--- src/rtl/fft8_pkg.sv ---
// Shared constants for the 8-point FFT datapath: frame geometry, counter
// widths, twiddle factors and the frame-hold state encoding.
package fft8_pkg;

  localparam int unsigned FRAME_LEN   = 8;
  localparam int unsigned FRAME_CNT_W = 8;
  localparam int unsigned SLOT_W      = $clog2(FRAME_LEN);
  localparam int unsigned FILL_CNT_W  = $clog2(FRAME_LEN + 1);

  // W8^k twiddles, Q1.7 in 9-bit two's complement (cos/sin of k*45 degrees)
  localparam int unsigned TW_W = 9;
  localparam logic signed [TW_W-1:0] TW_ONE    = 9'sd128;
  localparam logic signed [TW_W-1:0] TW_COS_45 = 9'sd91;
  localparam logic signed [TW_W-1:0] TW_ZERO   = 9'sd0;

  typedef enum logic {
    HOLD_IDLE = 1'b0,
    HOLD_BUSY = 1'b1
  } hold_state_e;

endpackage

--- src/rtl/fft8_input_loader_frame_hold_ctrl.sv ---
// Hold-bank controller: decides when the full fill bank moves into the hold
// bank and tracks whether the held frame is still owned by the FFT.
module frame_hold_ctrl
  import fft8_pkg::*;
(
  input  logic clk,
  input  logic rst,
  input  logic fill_full,
  input  logic fft_done,
  output logic load,
  output logic frame_valid,
  output logic frame_start
);

  hold_state_e state_q;

  // Load when the hold bank is free or is being released on this very edge.
  assign load = fill_full && ((state_q == HOLD_IDLE) || fft_done);

  always_ff @(posedge clk or posedge rst) begin
    if (rst) begin
      state_q     <= HOLD_IDLE;
      frame_valid <= 1'b0;
      frame_start <= 1'b0;
    end else begin
      frame_start <= load;
      if (load) begin
        state_q     <= HOLD_BUSY;
        frame_valid <= 1'b1;
      end else if ((state_q == HOLD_BUSY) && fft_done) begin
        state_q     <= HOLD_IDLE;
        frame_valid <= 1'b0;
      end
    end
  end

endmodule

--- src/rtl/fft8_input_loader.sv ---
// Serial-to-parallel frame loader for the 8-point FFT: fills one bank from a
// valid/ready sample stream while a second bank holds the frame under transform.
module fft8_input_loader
  import fft8_pkg::*;
#(
  parameter int unsigned width = 9
) (
  input  logic                   clk,
  input  logic                   rst,
  input  logic [width-1:0]       s_data,
  input  logic                   s_valid,
  output logic                   s_ready,
  output logic [width-1:0]       x0,
  output logic [width-1:0]       x1,
  output logic [width-1:0]       x2,
  output logic [width-1:0]       x3,
  output logic [width-1:0]       x4,
  output logic [width-1:0]       x5,
  output logic [width-1:0]       x6,
  output logic [width-1:0]       x7,
  output logic                   frame_valid,
  output logic                   frame_start,
  input  logic                   fft_done,
  output logic [FRAME_CNT_W-1:0] frame_cnt
);

  logic [FILL_CNT_W-1:0]  fill_cnt_q, fill_cnt_d;
  logic [FRAME_CNT_W-1:0] frame_cnt_q, frame_cnt_d;
  logic [width-1:0]       fill_q [FRAME_LEN];
  logic [width-1:0]       hold_q [FRAME_LEN];
  logic                   fill_full;
  logic                   load;
  logic                   accept;

  assign fill_full = (fill_cnt_q == FILL_CNT_W'(FRAME_LEN));
  assign s_ready   = (fill_cnt_q <  FILL_CNT_W'(FRAME_LEN));
  assign accept    = s_valid && s_ready;

  frame_hold_ctrl u_hold_ctrl (
    .clk         (clk),
    .rst         (rst),
    .fill_full   (fill_full),
    .fft_done    (fft_done),
    .load        (load),
    .frame_valid (frame_valid),
    .frame_start (frame_start)
  );

  // A load only happens with the fill bank full, so it never races an accept.
  always_comb begin
    fill_cnt_d  = fill_cnt_q;
    frame_cnt_d = frame_cnt_q;
    if (load) begin
      fill_cnt_d  = '0;
      frame_cnt_d = frame_cnt_q + FRAME_CNT_W'(1);
    end else if (accept) begin
      fill_cnt_d  = fill_cnt_q + FILL_CNT_W'(1);
    end
  end

  always_ff @(posedge clk or posedge rst) begin
    if (rst) begin
      fill_cnt_q  <= '0;
      frame_cnt_q <= '0;
      for (int unsigned i = 0; i < FRAME_LEN; i++) begin
        fill_q[i] <= '0;
        hold_q[i] <= '0;
      end
    end else begin
      fill_cnt_q  <= fill_cnt_d;
      frame_cnt_q <= frame_cnt_d;
      if (accept) begin
        fill_q[fill_cnt_q[SLOT_W-1:0]] <= s_data;
      end
      if (load) begin
        hold_q <= fill_q;
      end
    end
  end

  assign x0        = hold_q[0];
  assign x1        = hold_q[1];
  assign x2        = hold_q[2];
  assign x3        = hold_q[3];
  assign x4        = hold_q[4];
  assign x5        = hold_q[5];
  assign x6        = hold_q[6];
  assign x7        = hold_q[7];
  assign frame_cnt = frame_cnt_q;

endmodule
--- config.mk ---
export PLATFORM = sky130hd
export DESIGN_NAME = fft8_input_loader
export DESIGN_NICKNAME = d
export VERILOG_FILES = /design/src/rtl/fft8_pkg.sv /design/src/rtl/fft8_input_loader_frame_hold_ctrl.sv /design/src/rtl/fft8_input_loader.sv
export SDC_FILE = /design/constraint.sdc
export NUM_CORES = 1
export LEC_CHECK = 0
export ABC_CLOCK_PERIOD_IN_PS = 11000
export CORE_ASPECT_RATIO = 1.5
export CORE_MARGIN = 1
export CORE_UTILIZATION = 48
export DETAILED_ROUTE_END_ITERATION = 10
export DONT_BUFFER_PORTS = 1
export PLACE_DENSITY = 0.66
export SLEW_MARGIN = 40
export SYNTH_ARGS = -nofsm -noshare
export SYNTH_HDL_FRONTEND = slang
export SYNTH_HIERARCHICAL = 1
export SYNTH_SLANG_ARGS = --single-unit
export TNS_END_PERCENT = 30
--- constraint.sdc ---
create_clock -name clk -period 11 [get_ports clk]
set_input_delay 2.2 -clock clk [delete_from_list [all_inputs] [get_ports clk]]
set_output_delay 2.2 -clock clk [all_outputs]
set_load 0.01 [all_outputs]
# Yosys cells after proc, flatten, opt, wreduce, memory -nomap -nowiden
# Cells that the tools add are included.
dict set report word_totals {
  reg_bits 158
  output_inout_bits 83
  elab_cells 42
}
dict set report classes {
  addsub 2
  order_cmp 3
  n_eq_ne 1
  mux 7
  bitwise_logic 2
  n_reduce_logical 7
}
# cell n
set op_table {}
lappend op_table {{bitwise mux 72 bit} 1}
lappend op_table {{demux 9 bit (select 3 bit)} 1}
lappend op_table {{2-to-1 mux 9 bit} 1}
lappend op_table {{adder 8 x 1 -> 8 bit, second input constant} 1}
lappend op_table {{2-to-1 mux 4 bit} 2}
lappend op_table {{adder 4 x 1 -> 4 bit, second input constant} 1}
lappend op_table {{== test 4 bit, second input constant} 1}
lappend op_table {{>= comparator 4 bit, second input constant} 1}
lappend op_table {{logical AND 1 bit} 4}
lappend op_table {{< comparator 4 x 1 -> 1 bit, second input constant} 1}
lappend op_table {{< comparator 4 bit, second input constant} 1}
lappend op_table {{inverter 3 -> 4 bit} 1}
lappend op_table {{nonzero test 2 bit} 2}
lappend op_table {{2-to-1 mux 1 bit} 2}
lappend op_table {{logical OR 1 bit} 1}
lappend op_table {{inverter 1 bit} 1}

# Longest topological paths before layout
# Gate-level depths: netlist of the first run.
dict set report logic_depth {
  word_depth 6
  mapped_depth 9
  depth_no_buf 7
}

# Modules after synthesis
# Netlist of the first run, hierarchy kept.
# mod instances cells_each area_per_inst_um2 seq_area_each_um2
set modules_own_cells {}
lappend modules_own_cells {fft8_input_loader 1 361 5962.0 3903.7}
lappend modules_own_cells {frame_hold_ctrl 1 6 72.6 50.0}

# Least setup slack after synthesis of the first run
# OpenSTA, ideal clock, no wires.
dict set report synth_path {
  path_kind {input-to-reg}
  startpoint {in fft_done}
  endpoint {reg hold_q, in the netlist x4[0]}
  setup_time_ps 125
  t_arrival_ps 3323
  path_slack_ps 7553
  cell_stages 5
  path_buffers 2
  cell_sequence {nand2b_1 -> and2_1 -> clkbuf_1 -> clkbuf_1 -> mux2_2}
}
dict set report synth_between {
  elab_chain_len 2
}
# element line
set synth_rtl {}
lappend synth_rtl {{from (decl)} fft8_input_loader.sv:23} ;# input logic fft_done,
lappend synth_rtl {{logical OR 1 bit} fft8_input_loader_frame_hold_ctrl.sv:18} ;# assign load = fill_full && ((state_q == HOLD_IDLE) || fft_done);
lappend synth_rtl {{logical AND 1 bit} fft8_input_loader_frame_hold_ctrl.sv:18}
lappend synth_rtl {{net load} fft8_input_loader.sv:32} ;# logic load;
lappend synth_rtl {{to (signal assigned)} fft8_input_loader.sv:76} ;# hold_q <= fill_q;
lappend synth_rtl {{to (decl)} fft8_input_loader.sv:30} ;# logic [width-1:0] hold_q [FRAME_LEN];
# The timed path passes the listed nets, and every way through them passes these cells.
# A chain may end at the register's enable or synchronous reset.

# Worst setup path in the final report of the first run
dict set report layout_path {
  startpoint {in fft_done}
  endpoint {reg frame_cnt_q[7] (netlist: frame_cnt[7])}
}
dict set report layout_between {
  elab_chain_len 2
}
# element line
set layout_rtl {}
lappend layout_rtl {{logical OR 1 bit} fft8_input_loader_frame_hold_ctrl.sv:18}
lappend layout_rtl {{logical AND 1 bit} fft8_input_loader_frame_hold_ctrl.sv:18}
lappend layout_rtl {{net load} fft8_input_loader.sv:32}
lappend layout_rtl {{to (signal assigned)} fft8_input_loader.sv:71} ;# frame_cnt_q <= frame_cnt_d;
lappend layout_rtl {{to (decl)} fft8_input_loader.sv:28} ;# logic [FRAME_CNT_W-1:0] frame_cnt_q, frame_cnt_d;
# The timed path passes the listed nets, and every way through them passes these cells.

==> impl_metrics.tcl, run 1 <==
set metrics [dict create \
    hold_viol_final 0 \
    htreeDepth 4 \
    initialDrtViolationCount 85 \
    cts-resized-gates 0 \
    syn_to_final_growth_pct 13.2 \
    clockBufferDepth 2 \
    multiInputGateArea_um2 2000 \
    setup_viol 0 \
    drc_errors 0 \
    final_cell_mix "158 x dfrtp_1, 145 x mux2_2, 17 x clkbuf_16" \
    synth-compound-area-share_pct 0.166 \
    ys_seq_elements 158 \
    synth_nets 383 \
    finalCritPeriodShare_pct 34.8 \
    start_util_pct 49.7 \
    grt_usage_pct 19.7 \
    drt_pre_antenna_iters 4 \
    place.gp.congestion 0.696 \
    cts_made_buffers 17 \
    ios 96 \
    critPathArrivalTime_ns 4.17 \
    muxShareOfSynthArea_pct 27.2 \
    hp-class "flip-flop to flip-flop" \
    clkLatencyLatePin_ns 0.41 \
    fin_setup_tns_ns 0 \
    p_total_uw 2130 \
    synth_top_family_by_area "multiplexers" \
    synth-simple-area-share_pct 3.71 \
    via_per_inst 5.53 \
    crit_end "frame_cnt[7]" \
    ys_seq_area_share_pct 65.5 \
    end_kind "flip-flop" \
    seqPwrFrac_pct 51.3 \
    antennaDiodeCount 0 \
    maxCapViolCount 0 \
    cts_tree "yes" \
    nets 392 \
    grt_antenna_before_repair 0 \
    grt_pass1_vias 3226 \
    regToRegSetupSlack_ns 7.86 \
    clk_transition_reported_paths_ns 0.06 \
    syn_inst 367 \
    grt-ovfl-total 0 \
    mostFrequentLayoutCell "dfrtp_1" \
    post-dp-hpwl_um 7410 \
    ys.flop_type "dfrtp_1" \
    cts_hold_buffers 0 \
    swShare_pct 28.8 \
    fp.coreArea_um2 12100 \
    ff_latch_area_um2 3950 \
    status "complete, no violations" \
    fin_crit_ns 3.83 \
    pwr_density_cell_nw_per_um2 312 \
    net-switching-power_uw 613 \
    syn-cell-area_um2 6030 \
    die_h_um 139 \
    slew_viol_final 0 \
    rows 49 \
    p_clk_share_pct 29.2 \
    regToRegStartpoint "fill_cnt_q[3]" \
    via_count 2995 \
    synth.distinct_cells 27 \
    grt_pass1_wl_um 18700 \
    syn_area_per_cell_um2 16.4 \
    power_frac_comb_pct 19.6 \
    routedWlPerCell_um 21.5 \
    die-area_um2 13000 \
    ant_nets 0 \
    clock-sinks 158 \
    fmax_ghz 0.261 \
    fillCellCount 968 \
    synth_fa_ha_area_share_pct 0.622 \
    worstMarginPinSlew_ns 0.640 \
    startpoint "fft_done" \
    path_class "input pin to flip-flop" \
    synth_edf_count 0 \
    grt_max_degree 96 \
    start_kind "input pin" \
    cts_setup_buffers 0 \
    finalWirelength_um 11700 \
    reg2reg_depth 7 \
    worstPathMaxFanout 44 \
    clock-root-buffer "clkbuf_16" \
    synth-xor-area-share_pct 1.31 \
    ys_async_sr_fraction_pct 100 \
    cp.required_ns 11.34 \
    numPortBuffers 0 \
    ir_drop_mv 0.134 \
    rr_endpoint "frame_cnt[7]" \
    maxSlewHeadroom_pct 57.2 \
    p_int_uw 1510 \
    synth.yosys.warnings 6 \
    drive_gt1_share_pct 48.1 \
    skew_ns 0.00731 \
    rsz0062_at_grt "false" \
    die_w_um 93.6 \
    p_leak_uw 0.00305 \
]
worst min path at each step:
stage | startpoint | endpoint | depth (start not counted)
6_report | fill_q[53] | x2[8] | 1
5_1_grt | fill_q[53] | x2[8] | 1
4_1_cts | fill_q[22] | fill_q[22] | 1
3_5_place_dp | fill_q[57] | x1[3] | 1
3_3_place_gp | fill_q[48] | fill_q[48] | 1
2_1_floorplan | fill_q[18] | fill_q[18] | 1
final cells by class:
type / instances / share of cell area (%)
clock buffer: 23 / 7.00
timing repair buffer: 3 / 0.385
clock inverter: 9 / 2.31
multi-input combinational: 191 / 29.2
inverter: 5 / 0.385
sequential: 158 / 57.9
tap: 153 / 2.80
critical path, stage by stage:
cell and delay, ns:
nand2b_1 0.10, and2_4 0.54, buf_4 0.54, nand4_1 0.26, nor3_1 0.29, xor2_1 0.17
metrics by stage:
step	worst slack, ns	area, um^2	cells	utilization, %	hold slack, ns
detailed placement	6.76	6180	509	50.9	0.490
floorplan	4.59	6030	367	-	0.474
global route	6.99	6830	542	56.3	0.513
global placement	6.79	6180	509	50.9	0.482
finish	7.17	6830	542	56.3	0.500
CTS	7.20	6820	541	56.1	0.503
synthesized netlist by cell type (2+ instances only):
master,n,share of area (%)
xor2_1,4,0.58
nor3b_1,2,0.25
nand3b_1,2,0.25
nand4_1,3,0.31
nor2_1,5,0.31
clkbuf_1,2,0.12
nand2b_1,3,0.31
dfrtp_1,158,66
nor2_2,2,0.21
inv_1,5,0.31
nand2_1,5,0.31
mux2_2,145,27
xnor2_1,5,0.73
buf_2,10,0.83
nor3_4,2,0.54
ha_1,3,0.62
state kept, by name, summed over array words and instances, names as in the netlist, 4 cells and up:
| signal | flops |
|---|---|
| x0 | 9 |
| x6 | 9 |
| fill_cnt_q | 4 |
| x3 | 9 |
| x1 | 9 |
| x2 | 9 |
| x7 | 9 |
| frame_cnt | 8 |
| x5 | 9 |
| fill_q | 72 |
| x4 | 9 |
power groups by stage:
| stage | registers (uW) | logic (uW) | clock network (uW) |
|---|---|---|---|
| global route | 1130 | 457 | 659 |
| detailed placement | 1110 | 421 | 0 |
| CTS | 1100 | 423 | 636 |
| global placement | 1090 | 400 | 0 |
| finish | 1090 | 416 | 621 |
| floorplan | 1020 | 389 | 0 |
logic make-up after synthesis:
logic type / Yosys count
DFF: 158
muxes: 146
and+or+nand+nor: 32
buffers and inverters: 18
xor gates and xnor gates: 9
adders and majority gates: 3
AOI/OAI and AO/OA: 1
layer usage:
layer	up-vias	global-route usage (%)	share of wire [%]
met3	12	7.60	6.4
met1	1596	23.1	39
li1	1312	-	-
met4	0	6.48	1.4
met2	75	33.0	53
met5	-	0	0
No activity file was read; power rests on OpenSTA's default activity.
==> run 2: changes to the inputs <==
--- a/config.mk
+++ b/config.mk
@@ -5,13 +5,13 @@
 export SDC_FILE = /design/constraint.sdc
 export NUM_CORES = 1
 export LEC_CHECK = 0
-export ABC_CLOCK_PERIOD_IN_PS = 11000
+export ABC_CLOCK_PERIOD_IN_PS = 3200
 export CORE_ASPECT_RATIO = 1.5
 export CORE_MARGIN = 1
 export CORE_UTILIZATION = 48
 export DETAILED_ROUTE_END_ITERATION = 10
 export DONT_BUFFER_PORTS = 1
-export PLACE_DENSITY = 0.66
+export PLACE_DENSITY = 0.68
 export SLEW_MARGIN = 40
 export SYNTH_ARGS = -nofsm -noshare
 export SYNTH_HDL_FRONTEND = slang
==> constraint.sdc (replaced) <==
create_clock -name clk -period 3.2 [get_ports clk]
set_input_delay 0.64 -clock clk [delete_from_list [all_inputs] [get_ports clk]]
set_output_delay 0.64 -clock clk [all_outputs]
set_load 0.01 [all_outputs]
==> run 2 against run 1 <==
  * Critical path depth shrank 1
  * Via count shrank 0.43%
  * Clock skew hardly changed
  * Sequential power rose to 3.4 times the previous value
  * Final cell count up 0.37%
  * Register-to-register slack lost 7.0 ns
  * Clock-buffer cell count down 1
  * Clock power rose to 3.3 times the previous value
==> impl_metrics.tcl, run 2 (synthesis gave the netlist of run 1 again) <==
set metrics [dict create \
    clkLatencyLatePin_ns 0.41 \
    grt_usage_pct 19.2 \
    cp.depth 5 \
    mostFrequentLayoutCell "dfrtp_1" \
    cts_made_buffers 17 \
    finalWirelength_um 11400 \
    die_w_um 93.6 \
    start_kind "flip-flop" \
    grt_max_degree 157 \
    status "complete, no violations" \
    regToRegSetupSlack_ns 0.88 \
    critical_path.max_stage_delay_ns 0.54 \
    grt-ovfl-total 0 \
    initialDrtViolationCount 133 \
    startpoint "fill_cnt_q[3]" \
    numPortBuffers 0 \
    dp_slack_ns 0.885 \
    path_cells "inv_1, nor3b_1, and2_4, buf_4, mux2_2" \
    finalCritPeriodShare_pct 72.5 \
    cts-resized-gates 0 \
    maxSlewHeadroom_pct 47.8 \
    rsz0062_at_grt "false" \
    rows 49 \
    hp-class "input pin to asynchronous set/reset pin" \
    htreeDepth 4 \
    grt_pass1_vias 3214 \
    end_kind "flip-flop" \
    ant_nets 0 \
    cts_hold_buffers 1 \
    cp.required_ns 3.49 \
    slew_viol_final 0 \
    skew_ns 0.00780 \
    syn_to_final_growth_pct 13.7 \
    routedWlPerCell_um 20.9 \
    clockBufferDepth 2 \
    maxCapViolCount 0 \
    start_util_pct 49.7 \
    fmax_ghz 0.431 \
    fin_setup_tns_ns 0 \
    fin_crit_ns 2.32 \
    die-area_um2 13000 \
    clk_transition_reported_paths_ns 0.06 \
    final_cell_mix "158 x dfrtp_1, 145 x mux2_2, 17 x clkbuf_16" \
    postLayoutCellArea_um2 6860 \
    cts_tree "yes" \
    hold_viol_final 0 \
    worst-path-buf-inv 2 \
    p_leak_uw 0.00305 \
    setup_viol 0 \
    cts_setup_buffers 0 \
    reg2reg_depth 5 \
    dpl_cell_area_um2 6210 \
    drt_pre_antenna_iters 4 \
    drc_errors 0 \
    grt_antenna_before_repair 0 \
    ios 96 \
    worstPathMaxFanout 34 \
    regMostFlops "fill_q" \
    cpMaxStageDelayCell "dfrtp_1" \
    rr_endpoint "x4[5]" \
    cp_top_family "simple AND/OR/NAND/NOR gates" \
    largest_reg_flops 72 \
    via_count 2982 \
    clock-sinks 158 \
    path_class "flip-flop to flip-flop" \
    crit_end "x4[5]" \
    grt_pass1_wl_um 18300 \
    drive_gt1_share_pct 47.8 \
    critPathArrivalTime_ns 2.61 \
    nets 394 \
    antennaDiodeCount 0 \
    pwr_density_cell_nw_per_um2 1060 \
    post-dp-hpwl_um 7230 \
    die_h_um 139 \
    fp.coreArea_um2 12100 \
    place.gp.congestion 0.769 \
    worstMarginPinSlew_ns 0.778 \
    via_per_inst 5.48 \
    regToRegStartpoint "fill_cnt_q[3]" \
    ir_drop_mv 0.465 \
    fin_ws_ns 0.880 \
    clock-root-buffer "clkbuf_16" \
]
==> run 2: changes by cell type in the layout (fill, tap and decap cells not counted), sizes merged <==
cell,before,now
dlygate4sd3,0,1
clkinvlp,2,4
buf,3,4
clkinv,3,2
clkbuf,23,22
==> run 2: layer usage <==
metal	vias up	share of wire, %	global-route usage, %
li1	1305	-	-
met1	1595	39	22.8
met2	76	54	32.5
met3	6	5.9	6.67
met4	0	0.83	5.83
met5	-	0	0
==> run 2: worst reg2reg max path, delay by kind of cell, from the launching register on <==
family	cells	cell delay, ns
AND/OR/NAND/NOR	2	0.77
multiplexers	1	0.36
buffers and inverters	2	0.53
flip-flops	1	0.54
==> run 2: area by class of cell <==
type / count / area (um^2)
well taps: 153 / 191
clock inverters: 10 / 161
repair buffers: 5 / 85.1
multi-input cells: 191 / 2000
flip-flops and latches: 158 / 3950
fillers: 968 / 5280
inverters: 5 / 22.5
clock buffers: 22 / 454
==> run 2: worst min path at each step <==
stage,start,to,slack [ns],depth (start not counted)
6_report,rst,x6[0],0.22,2
5_1_grt,rst,x6[1],0.26,2
4_1_cts,s_data[8],fill_q[53],0.37,1
3_5_place_dp,rst,u_hold_ctrl/frame_start,0.39,1
3_3_place_gp,rst,u_hold_ctrl/frame_start,0.38,1
2_1_floorplan,rst,u_hold_ctrl/frame_start,0.38,1
==> run 2: through the flow <==
step	power [uW]	hold slack, ns	utilization, %	cells
floorplan	4860	0.381	-	367
global placement	5150	0.384	51.2	510
detailed placement	5260	0.389	51.2	510
CTS	7360	0.366	56.3	543
global route	7680	0.257	56.5	544
finish	7260	0.218	56.5	544
==> run 2: power breakdown <==
group	leakage (uW)	switching [uW]	internal [uW]
combinational	0.000800	510	926
clock	0.000291	746	1330
sequential	0.00196	832	2920
==> run 3: changes to the inputs <==
--- a/config.mk
+++ b/config.mk
@@ -5,7 +5,7 @@
 export SDC_FILE = /design/constraint.sdc
 export NUM_CORES = 1
 export LEC_CHECK = 0
-export ABC_CLOCK_PERIOD_IN_PS = 3200
+export ABC_CLOCK_PERIOD_IN_PS = 2000
 export CORE_ASPECT_RATIO = 1.5
 export CORE_MARGIN = 1
 export CORE_UTILIZATION = 48
==> constraint.sdc (replaced) <==
create_clock -name clk -period 2 [get_ports clk]
set_input_delay 0.4 -clock clk [delete_from_list [all_inputs] [get_ports clk]]
set_output_delay 0.4 -clock clk [all_outputs]
set_load 0.01 [all_outputs]
==> run 3 against run 2 <==
  * Sequential power up 58%
  * Register-to-register slack worse by 0.74 ns
  * Clock-buffer cell count up 2
  * Critical path depth up 1
  * Hold slack worse by 0.076 ns
  * Die area unchanged
  * Routed wire length up 3.8%
  * Largest power group unchanged
  * Sequential share of layout area down 1.3 points
  * Combinational power up 81%
  * Global-route usage up 0.73 points
  * Highest routed layer unchanged
  * Maximum frequency up 25%
  * Clock power up 55%
==> impl_metrics.tcl, run 3 (synthesis gave the netlist of run 1 again) <==
set metrics [dict create \
    path_cells "inv_1, ha_1, nor3b_1, and2_4, buf_12, mux2_2" \
    maxSlewHeadroom_pct 60.1 \
    drt_pre_antenna_iters 4 \
    seqPwrFrac_pct 50.4 \
    grt_antenna_before_repair 0 \
    hold_viol_final 0 \
    via_count 3083 \
    fp.coreArea_um2 12100 \
    die-area_um2 13000 \
    hp-class "input pin to flip-flop" \
    grt_usage_pct 19.9 \
    die_h_um 139 \
    swShare_pct 28.6 \
    final_core_util_pct 57.9 \
    p_leak_uw 0.00317 \
    dp_slack_ns 0.0875 \
    critPathArrivalTime_ns 2.15 \
    dpl_cell_area_um2 6370 \
    nets 415 \
    clock-sinks 158 \
    final_cell_mix "158 x dfrtp_1, 145 x mux2_2, 19 x buf_4, 17 x clkbuf_16, 6 x buf_12" \
    rows 49 \
    met2WireLength_um 6310 \
    worst-path-buf-inv 2 \
    htreeDepth 4 \
    start_util_pct 49.7 \
    regMostFlops "fill_q" \
    die_w_um 93.6 \
    slew_viol_final 0 \
    finalCritPeriodShare_pct 93.1 \
    power_frac_comb_pct 22.3 \
    net-switching-power_uw 3350 \
    grt-ovfl-total 0 \
    worstMarginPinSlew_ns 0.597 \
    top_layer_used "met4" \
    grt_max_degree 53 \
    rsz0062_at_grt "false" \
    fin_crit_ns 1.86 \
    skew_ns 0.00725 \
    path_class "flip-flop to flip-flop" \
    start_kind "flip-flop" \
    via_per_inst 5.48 \
    status "complete, no violations" \
    clock-root-buffer "clkbuf_16" \
    finalWirelength_um 11800 \
    syn_to_final_growth_pct 16.4 \
    numPortBuffers 0 \
    initialDrtViolationCount 110 \
    fillCellCount 942 \
    routedWlPerCell_um 21.0 \
    cp.required_ns 2.29 \
    pwr_density_cell_nw_per_um2 1670 \
    maxCapViolCount 0 \
    ant_nets 0 \
    end_kind "flip-flop" \
    grt_pass1_wl_um 19100 \
    clk_transition_reported_paths_ns 0.06 \
    drive_gt1_share_pct 50.2 \
    cts_tree "yes" \
    setup_viol 0 \
    largest_reg_flops 72 \
    cts_made_buffers 17 \
    wl_met3_um 706 \
    fin_ws_ns 0.138 \
    cp_top_family "simple AND/OR/NAND/NOR gates" \
    postLayoutCellArea_um2 7030 \
    mostFrequentLayoutCell "dfrtp_1" \
    post-dp-hpwl_um 7730 \
    place.gp.congestion 0.690 \
    worstPathMaxFanout 28 \
    p_total_uw 11700 \
    p_int_uw 8360 \
    antennaDiodeCount 0 \
    p_clk_share_pct 27.3 \
    ios 96 \
    cpMaxStageDelayCell "dfrtp_1" \
    ir_drop_mv 0.817 \
    grt_pass1_vias 3375 \
    fin_setup_tns_ns 0 \
    fmax_ghz 0.537 \
    clockBufferDepth 2 \
    drc_errors 0 \
    clkLatencyLatePin_ns 0.41 \
    wirelength_met1_um 4620 \
    critical_path.max_stage_delay_ns 0.38 \
]
## run 3: cell types whose count changed in the layout (fill, tap and decap cells not counted), moves of 2 or more
cell / previous run / this run
buf_4: 1 / 19
buf_12: 2 / 6
clkinvlp_4: 4 / 1
clkbuf_8: 1 / 3
## run 3: timing repair
action	CTS	global route
resized for setup	0	0
setup buffers	0	7
endpoints found under the setup margin	0	67
endpoints found under the hold margin	22	0
hold buffers	1	0
## run 3: routing by layer
metal	up-vias	GRT usage, %
li1	1350	-
met2	73	33.7
met1	1645	23.4
met3	15	7.16
met4	0	6.32
met5	-	0
## run 3: power by group through the flow
stage	sequential, uW	combinational [uW]	clock [uW]
6_report	5910	2610	3200
5_1_grt	6130	2850	3420
4_1_cts	5960	2610	3260
3_5_place_dp	6000	2580	0
3_3_place_gp	5920	2470	0
2_1_floorplan	5630	2140	0
## run 3: final cells by class
cell class | count | area (um^2) | share of cell area, %
inverter | 5 | 22.5 | 0.321
tap | 153 | 191 | 2.72
clock inverter | 6 | 109 | 1.55
sequential | 158 | 3950 | 56.3
clock buffer | 24 | 482 | 6.86
timing repair buffer | 26 | 273 | 3.88
multi-input combinational | 191 | 2000 | 28.4
## run 3: worst paths after layout
| check | cells past startpoint | endpoint | slack, ns | start |
|---|---|---|---|---|
| max | 6 | x4[1] | 0.14 | fill_cnt_q[1] |
| min | 1 | fill_q[70] | 0.14 | s_data[7] |
| max reg2reg | 6 | x4[1] | 0.14 | fill_cnt_q[1] |
| min reg2reg | 1 | x1[8] | 0.50 | fill_q[62] |
| max in group asynchronous | 3 | x3[8] | 0.78 | rst |
| min in group asynchronous | 2 | u_hold_ctrl/frame_valid | 0.35 | rst |
## run 3: through the flow
step           std cells  hold slack [ns]
4_1_cts              556            0.127
3_3_place_gp         525            0.144
5_1_grt              563            0.121
6_report             563            0.142
2_1_floorplan        367            0.141
3_5_place_dp         525            0.146
